### config.mk
export PLATFORM = sky130hd
export DESIGN_NAME = queue_fifo_flat
export DESIGN_NICKNAME = d
export VERILOG_FILES = /design/src/rtl/fifo_pkg.sv /design/src/rtl/queue_fifo_if.sv /design/src/rtl/fifo_wrap_ptr.sv /design/src/rtl/queue_fifo.sv /design/src/flat_wrapper.sv
export SDC_FILE = /design/constraint.sdc
export NUM_CORES = 1
export LEC_CHECK = 0
export ABC_AREA = 1
export BUFFER_PORTS_ARGS = -buffer_cell sky130_fd_sc_hd__buf_2
export CAP_MARGIN = 20
export CORE_ASPECT_RATIO = 2
export CORE_UTILIZATION = 40
export CTS_CLUSTER_DIAMETER = 60
export CTS_CLUSTER_SIZE = 12
export DETAILED_ROUTE_END_ITERATION = 8
export GPL_ROUTABILITY_DRIVEN = 0
export PLACE_DENSITY = 0.61
export SLEW_MARGIN = 20
export SYNTH_ARGS = -nofsm -noshare
export SYNTH_HDL_FRONTEND = slang
export SYNTH_SLANG_ARGS = --single-unit
export TNS_END_PERCENT = 50
### constraint.sdc
create_clock -name CLK -period 3.97 [get_ports CLK]
set_input_delay 0.794 -clock CLK [delete_from_list [all_inputs] [get_ports CLK]]
set_output_delay 0.794 -clock CLK [all_outputs]
set_load 0.03 [all_outputs]
### src/rtl/fifo_pkg.sv
// fifo_pkg: definitions shared by the FIFO queue and the LIFO stack blocks.
//   ptr_width(depth) : bits needed to index 'depth' entries (at least 1)
//   cnt_width(depth) : bits needed to hold an occupancy of 0..depth
//   DEF_WL/DEF_DEPTH : default word width and storage depth
package fifo_pkg;

  localparam int DEF_WL    = 4;
  localparam int DEF_DEPTH = 4;

  function automatic int ptr_width(input int depth);
    return (depth < 2) ? 1 : $clog2(depth);
  endfunction

  function automatic int cnt_width(input int depth);
    return $clog2(depth + 1);
  endfunction

endpackage

### src/rtl/queue_fifo_if.sv
// queue_fifo_if: request/status bundle between a producer/consumer pair and
// the queue.
//   master : drives wReq/din/rReq, observes data and status
//   slave  : the queue itself
// Handshake: wReq and rReq are single-cycle requests sampled on the rising
// CLK edge; there is no ready/stall. A request the queue cannot honour is
// dropped and reported one cycle later by ERROR plus the sticky OVF/UDF bit.
// A popped word appears on dout with dvalid high for exactly one cycle.
interface queue_fifo_if
  import fifo_pkg::*;
#(
  parameter int WL    = DEF_WL,
  parameter int DEPTH = DEF_DEPTH
);
  localparam int CW = cnt_width(DEPTH);

  logic          wReq;
  logic [WL-1:0] din;
  logic          rReq;
  logic [WL-1:0] dout;
  logic          dvalid;
  logic          FULL;
  logic          EMPTY;
  logic          AFULL;
  logic          AEMPTY;
  logic [CW-1:0] count;
  logic          ERROR;
  logic          OVF;
  logic          UDF;

  modport master (
    output wReq, din, rReq,
    input  dout, dvalid, FULL, EMPTY, AFULL, AEMPTY, count, ERROR, OVF, UDF
  );

  modport slave (
    input  wReq, din, rReq,
    output dout, dvalid, FULL, EMPTY, AFULL, AEMPTY, count, ERROR, OVF, UDF
  );

endinterface

### src/rtl/fifo_wrap_ptr.sv
// fifo_wrap_ptr: modulo-DEPTH pointer for circular storage.
//   CLK : clock, rising edge
//   RST : synchronous active-low reset, clears ptr to 0
//   inc : advance pointer by one this cycle
//   ptr : current pointer, wraps from DEPTH-1 to 0 (DEPTH need not be 2^n)
module fifo_wrap_ptr
  import fifo_pkg::*;
#(
  parameter int DEPTH = DEF_DEPTH
) (
  input  logic                        CLK,
  input  logic                        RST,
  input  logic                        inc,
  output logic [ptr_width(DEPTH)-1:0] ptr
);
  localparam int PW = ptr_width(DEPTH);

  always_ff @(posedge CLK) begin
    if (!RST) begin
      ptr <= '0;
    end else if (inc) begin
      ptr <= (ptr == PW'(DEPTH - 1)) ? '0 : ptr + 1'b1;
    end
  end

endmodule

### src/rtl/queue_fifo.sv
// queue_fifo: synchronous FIFO queue with occupancy count, almost flags and
// sticky overflow/underflow status. Drop-in alternative to the LIFO stack.
//   CLK    : clock, rising edge
//   RST    : synchronous active-low reset (priority over all requests)
//   bus    : queue_fifo_if.slave
//            wReq/din push at the tail, rReq pops the head into dout (1-cycle
//            latency, dvalid pulse); FULL/EMPTY/AFULL/AEMPTY/count derive from
//            the registered occupancy; ERROR pulses the cycle after a
//            rejected request; OVF/UDF are sticky until reset.
module queue_fifo
  import fifo_pkg::*;
#(
  parameter int WL     = DEF_WL,
  parameter int DEPTH  = DEF_DEPTH,
  parameter int AF_LVL = DEPTH - 1,
  parameter int AE_LVL = 1
) (
  input  logic        CLK,
  input  logic        RST,
  queue_fifo_if.slave bus
);
  localparam int PW = ptr_width(DEPTH);
  localparam int CW = cnt_width(DEPTH);

  logic [WL-1:0] mem [DEPTH];
  logic [PW-1:0] wr_ptr;
  logic [PW-1:0] rd_ptr;
  logic [CW-1:0] cnt_q;
  logic          full;
  logic          empty;
  logic          rd_ok;
  logic          wr_ok;
  logic          wr_rej;
  logic          rd_rej;

  assign full  = (cnt_q == CW'(DEPTH));
  assign empty = (cnt_q == '0);

  // A read frees a slot in the same cycle, so a full queue still takes a
  // write alongside a read. An empty queue never forwards din to dout.
  assign rd_ok  = bus.rReq & ~empty;
  assign wr_ok  = bus.wReq & (~full | rd_ok);
  assign wr_rej = bus.wReq & ~wr_ok;
  assign rd_rej = bus.rReq & ~rd_ok;

  assign bus.FULL   = full;
  assign bus.EMPTY  = empty;
  assign bus.AFULL  = (cnt_q >= CW'(AF_LVL));
  assign bus.AEMPTY = (cnt_q <= CW'(AE_LVL));
  assign bus.count  = cnt_q;

  fifo_wrap_ptr #(.DEPTH(DEPTH)) u_wr_ptr (
    .CLK (CLK),
    .RST (RST),
    .inc (wr_ok),
    .ptr (wr_ptr)
  );

  fifo_wrap_ptr #(.DEPTH(DEPTH)) u_rd_ptr (
    .CLK (CLK),
    .RST (RST),
    .inc (rd_ok),
    .ptr (rd_ptr)
  );

  // Storage is deliberately not cleared by reset; writes are blocked during it.
  always_ff @(posedge CLK) begin
    if (RST && wr_ok) begin
      mem[wr_ptr] <= bus.din;
    end
  end

  always_ff @(posedge CLK) begin
    if (!RST) begin
      cnt_q      <= '0;
      bus.dout   <= '0;
      bus.dvalid <= 1'b0;
      bus.ERROR  <= 1'b0;
      bus.OVF    <= 1'b0;
      bus.UDF    <= 1'b0;
    end else begin
      bus.dvalid <= rd_ok;
      if (rd_ok) begin
        bus.dout <= mem[rd_ptr];
      end
      bus.ERROR <= wr_rej | rd_rej;
      if (wr_rej) begin
        bus.OVF <= 1'b1;
      end
      if (rd_rej) begin
        bus.UDF <= 1'b1;
      end
      case ({wr_ok, rd_ok})
        2'b10:   cnt_q <= cnt_q + 1'b1;
        2'b01:   cnt_q <= cnt_q - 1'b1;
        default: cnt_q <= cnt_q;
      endcase
    end
  end

endmodule

### src/flat_wrapper.sv
// flat-port wrapper written by rule: the top's interface ports become plain ports
module queue_fifo_flat import fifo_pkg::*;
#(
  parameter int WL     = DEF_WL,
  parameter int DEPTH  = DEF_DEPTH,
  parameter int AF_LVL = DEPTH - 1,
  parameter int AE_LVL = 1
)
  (CLK, RST, bus_wReq, bus_din, bus_rReq, bus_dout, bus_dvalid, bus_FULL, bus_EMPTY, bus_AFULL, bus_AEMPTY, bus_count, bus_ERROR, bus_OVF, bus_UDF);
  queue_fifo_if #(.WL(WL), .DEPTH(DEPTH)) bus_i ();
  input  logic CLK;
  input  logic RST;
  input wire logic [$bits(bus_i.wReq)-1:0] bus_wReq;
  input wire logic [$bits(bus_i.din)-1:0] bus_din;
  input wire logic [$bits(bus_i.rReq)-1:0] bus_rReq;
  output wire logic [$bits(bus_i.dout)-1:0] bus_dout;
  output wire logic [$bits(bus_i.dvalid)-1:0] bus_dvalid;
  output wire logic [$bits(bus_i.FULL)-1:0] bus_FULL;
  output wire logic [$bits(bus_i.EMPTY)-1:0] bus_EMPTY;
  output wire logic [$bits(bus_i.AFULL)-1:0] bus_AFULL;
  output wire logic [$bits(bus_i.AEMPTY)-1:0] bus_AEMPTY;
  output wire logic [$bits(bus_i.count)-1:0] bus_count;
  output wire logic [$bits(bus_i.ERROR)-1:0] bus_ERROR;
  output wire logic [$bits(bus_i.OVF)-1:0] bus_OVF;
  output wire logic [$bits(bus_i.UDF)-1:0] bus_UDF;
  assign bus_i.wReq = bus_wReq;
  assign bus_i.din = bus_din;
  assign bus_i.rReq = bus_rReq;
  assign bus_dout = bus_i.dout;
  assign bus_dvalid = bus_i.dvalid;
  assign bus_FULL = bus_i.FULL;
  assign bus_EMPTY = bus_i.EMPTY;
  assign bus_AFULL = bus_i.AFULL;
  assign bus_AEMPTY = bus_i.AEMPTY;
  assign bus_count = bus_i.count;
  assign bus_ERROR = bus_i.ERROR;
  assign bus_OVF = bus_i.OVF;
  assign bus_UDF = bus_i.UDF;
  queue_fifo #(.WL(WL), .DEPTH(DEPTH), .AF_LVL(AF_LVL), .AE_LVL(AE_LVL)) u_core (.CLK(CLK), .RST(RST), .bus(bus_i));
endmodule
==> impl_metrics.tcl <==
set metrics [dict create \
    hold_violations 0 \
    first_global_vias 1088 \
    clock_sinks 31 \
    cpMostUsedCell "sky130_fd_sc_hd__inv_1" \
    combinational_share_of_power_pct 42.3 \
    post_route_cells_drive_above_1_share_pct 19.8 \
    period_needed_ns 2.20 \
    rows 30 \
    synth_compound_gate_area_share_pct 7.11 \
    critical_path.startpoint_type "register" \
    post_synth_main_area_contributors "sky130_fd_sc_hd__edfxtp_1 33%, sky130_fd_sc_hd__dfxtp_1 21%, sky130_fd_sc_hd__ha_1 9.5%, sky130_fd_sc_hd__nand2_1 9.1%, sky130_fd_sc_hd__inv_1 6.5%" \
    total_cts_buffers 5 \
    grt_pass1_wl_um 4530 \
    cts.path.max_buffers 2 \
    synth_simple_gate_area_share_pct 19.1 \
    layout_common_cells "35 x sky130_fd_sc_hd__nand2_1, 25 x sky130_fd_sc_hd__inv_1, 22 x sky130_fd_sc_hd__buf_2" \
    overall_die_width_um 44.5 \
    status "finished clean" \
    worst_hold_path.num_cells 2 \
    cts_tree "yes" \
    timing.reg2reg.worst_path_depth 7 \
    clk-insertion-delay-late_ns 0.27 \
    syn_nets 178 \
    netlist-cell-type-count 17 \
    synth_seq_area_share_pct 54.1 \
    core_area_um2 3420 \
    power.density_nw_per_um2 699 \
    design.die.area_um2 3870 \
    cts.clk_slew.worst_paths_ns 0.06 \
    max_slew.worst_pin.slew_ns 0.416 \
    critPathKind "reg2out" \
    route.detailed.wl_per_inst_um 11.8 \
    cp.required_ns 3.18 \
    drtAntennaViolNets 0 \
    cp-end-kind "output pin" \
    layout-area-overhead-vs-synth_pct 16.4 \
    cellLeakagePower_nw 0.797 \
    period_share_pct 55.4 \
    holdCritPathClass "reg2reg" \
    syn_inst 159 \
    power.switching_fraction_pct 43.2 \
    final_cells 235 \
    post_synth_fa_ha_maj_area_fraction_pct 9.54 \
    floorplan.initialDensity_pct 42.2 \
    synth.cell_area_um2 1440 \
    xor_xnor_share_of_the_synthesized_area_pct 1.21 \
    ys.warnings.count 0 \
    setup_slack_ns 1.77 \
    postSynthRegisterBits 31 \
    p_int_mw 0.666 \
    num-fill-cells 343 \
    grt-ovfl-total 0 \
    relative_slew_slack_pct 72.2 \
    fin_worst_skew_ns 0.00360 \
    htree_levels 2 \
    dominant_combinational_cell_family_by_area_after_synthesis "simple AND/OR/NAND/NOR gates" \
    drt-total-wl_um 2760 \
    drc_errors 0 \
    post_cts_resize_count 0 \
    grt_setup_unrepaired "false" \
    fin_setup_tns_ns 0 \
    peakVddDrop_mv 0.637 \
    vias 1094 \
    firstDrtPassIters 4 \
    drt-vias-per-instance 4.66 \
    post_synth_mux_area_share_pct 0 \
    top_level_ports 23 \
    timing.final.setup_violations 0 \
    critPathMaxFanout 5 \
    drt_iter0_markers 24 \
    timing.critical_path.arrival_ns 1.41 \
    timing_max_transition_violations_final 0 \
    insertedDiodeCount 0 \
    power.net_switching_mw 0.507 \
    dp.final_hpwl_um 2170 \
    clock.fmax_mhz 455 \
    critical_path_cell_by_cell "inv_1 > ha_1 > nand2_2 > inv_1 > buf_2" \
    finish.net_count 205 \
    ff_latch_area_um2 781 \
    place.detailed.instances 227 \
    antenna_found_initial 0 \
    root_buffer "sky130_fd_sc_hd__clkbuf_8" \
    seqPwrFrac_pct 37.8 \
    syn_avg_cell_area_um2 9.07 \
    ctsHoldBuffers 0 \
    max_stage_delay_ns 0.42 \
    pin_count_of_the_biggest_net_entering_global_routing 13 \
    clock_power_share_pct 19.9 \
    y_dimension_of_the_die_um 86.9 \
    layout.cells.most_common "sky130_fd_sc_hd__nand2_1" \
    pre_cts_ws_ns 1.99 \
    global_route.usage.total_pct 16.5 \
    maxCapViolCount 0 \
    placement.io_buffers 22 \
    synthDominantAreaCellType "sky130_fd_sc_hd__edfxtp_1" \
    multi_input_comb_area_um2 533 \
    cts_post_setup_buffers_inserted 0 \
    synthDominantCellAreaShare_pct 33.3 \
    critical_path.slowest_cell "sky130_fd_sc_hd__dfxtp_1" \
    power_mw 1.17 \
]
==> kinds of logic (layout without fill, tap and decap cells) <==
| family | count (synthesis) | in the layout |
|---|---|---|
| and+or+nand+nor | 66 | 66 |
| DFF | 31 | 31 |
| buffers and inverters | 30 | 58 |
| AOI/OAI and AO/OA | 19 | 19 |
| adders and majority gates | 11 | 11 |
| xor gates and xnor gates | 2 | 2 |
==> area by class of cell <==
type                    count  area share, %
clock buffers               6           4.32
inverters                  28           6.56
repair buffers             22           6.56
flip-flops and latches     31           46.5
multi-input cells          98           31.7
clock inverters             2          0.745
well taps                  48           3.58
==> power by group through the flow <==
stage | Sequential, mW | Combinational (mW) | Clock (mW)
after global placement | 0.447 | 0.490 | 0
after CTS | 0.443 | 0.502 | 0.239
after global routing | 0.452 | 0.553 | 0.251
after detailed placement | 0.450 | 0.499 | 0
after floorplan | 0.505 | 0.307 | 0
final | 0.443 | 0.496 | 0.234
==> final timing paths <==
path,startpoint,to,slack [ns]
setup / recovery,u_core.bus.count[0],bus_EMPTY,1.77
hold / removal,u_core.bus.UDF,u_core.bus.UDF,0.45
setup reg to reg,u_core.bus.count[0],u_core.mem[1][3],2.10
hold reg to reg,u_core.bus.UDF,u_core.bus.UDF,0.45
==> stage by stage <==
step	cell area (um2)	util, %	hold WS [ns]
after floorplan	1440	-	0.502
after global placement	1590	46.7	0.439
after detailed placement	1590	46.7	0.443
after CTS	1680	49.2	0.453
after global routing	1680	49.2	0.476
final	1680	49.2	0.451
==> cells in the mapped netlist <==
cell type	instances
sky130_fd_sc_hd__nor2_1	16
sky130_fd_sc_hd__nand2_1	35
sky130_fd_sc_hd__clkinv_4	1
sky130_fd_sc_hd__a21oi_1	12
sky130_fd_sc_hd__ha_1	11
sky130_fd_sc_hd__inv_1	25
sky130_fd_sc_hd__edfxtp_1	16
sky130_fd_sc_hd__clkbuf_8	1
sky130_fd_sc_hd__nand3_1	12
sky130_fd_sc_hd__nand2_4	1
sky130_fd_sc_hd__o21ai_0	5
sky130_fd_sc_hd__buf_2	1
sky130_fd_sc_hd__xor2_1	2
sky130_fd_sc_hd__inv_2	2
sky130_fd_sc_hd__nand2_2	2
sky130_fd_sc_hd__dfxtp_1	15
sky130_fd_sc_hd__a21oi_2	2
==> worst max-delay path: cells and delay by family (launching register included) <==
family	cells	cell delay (ns)
and+or+nand+nor	1	0.10
DFF	1	0.42
buffers and inverters	3	0.37
adders and majority gates	1	0.24
==> layer usage <==
layer / global-route usage [%] / up-vias / wire (um)
met5: 0 / - / 0
met4: 9.92 / 0 / 76
met3: 3.32 / 8 / 93
met2: 31.4 / 30 / 1660
met1: 14.6 / 501 / 933
li1: - / 555 / -
==> flip-flops by register name, summed over array words and instances, names as in the netlist <==
register and flops:
u_core.bus.count 3, u_core.mem 16, u_core.bus.ERROR 1, u_core.u_wr_ptr.ptr 2, u_core.bus.OVF 1, u_core.bus.dout 4, u_core.bus.dvalid 1, u_core.bus.UDF 1
u_core.u_rd_ptr.ptr 2
Note: power is estimated with default switching activity, not from simulation.
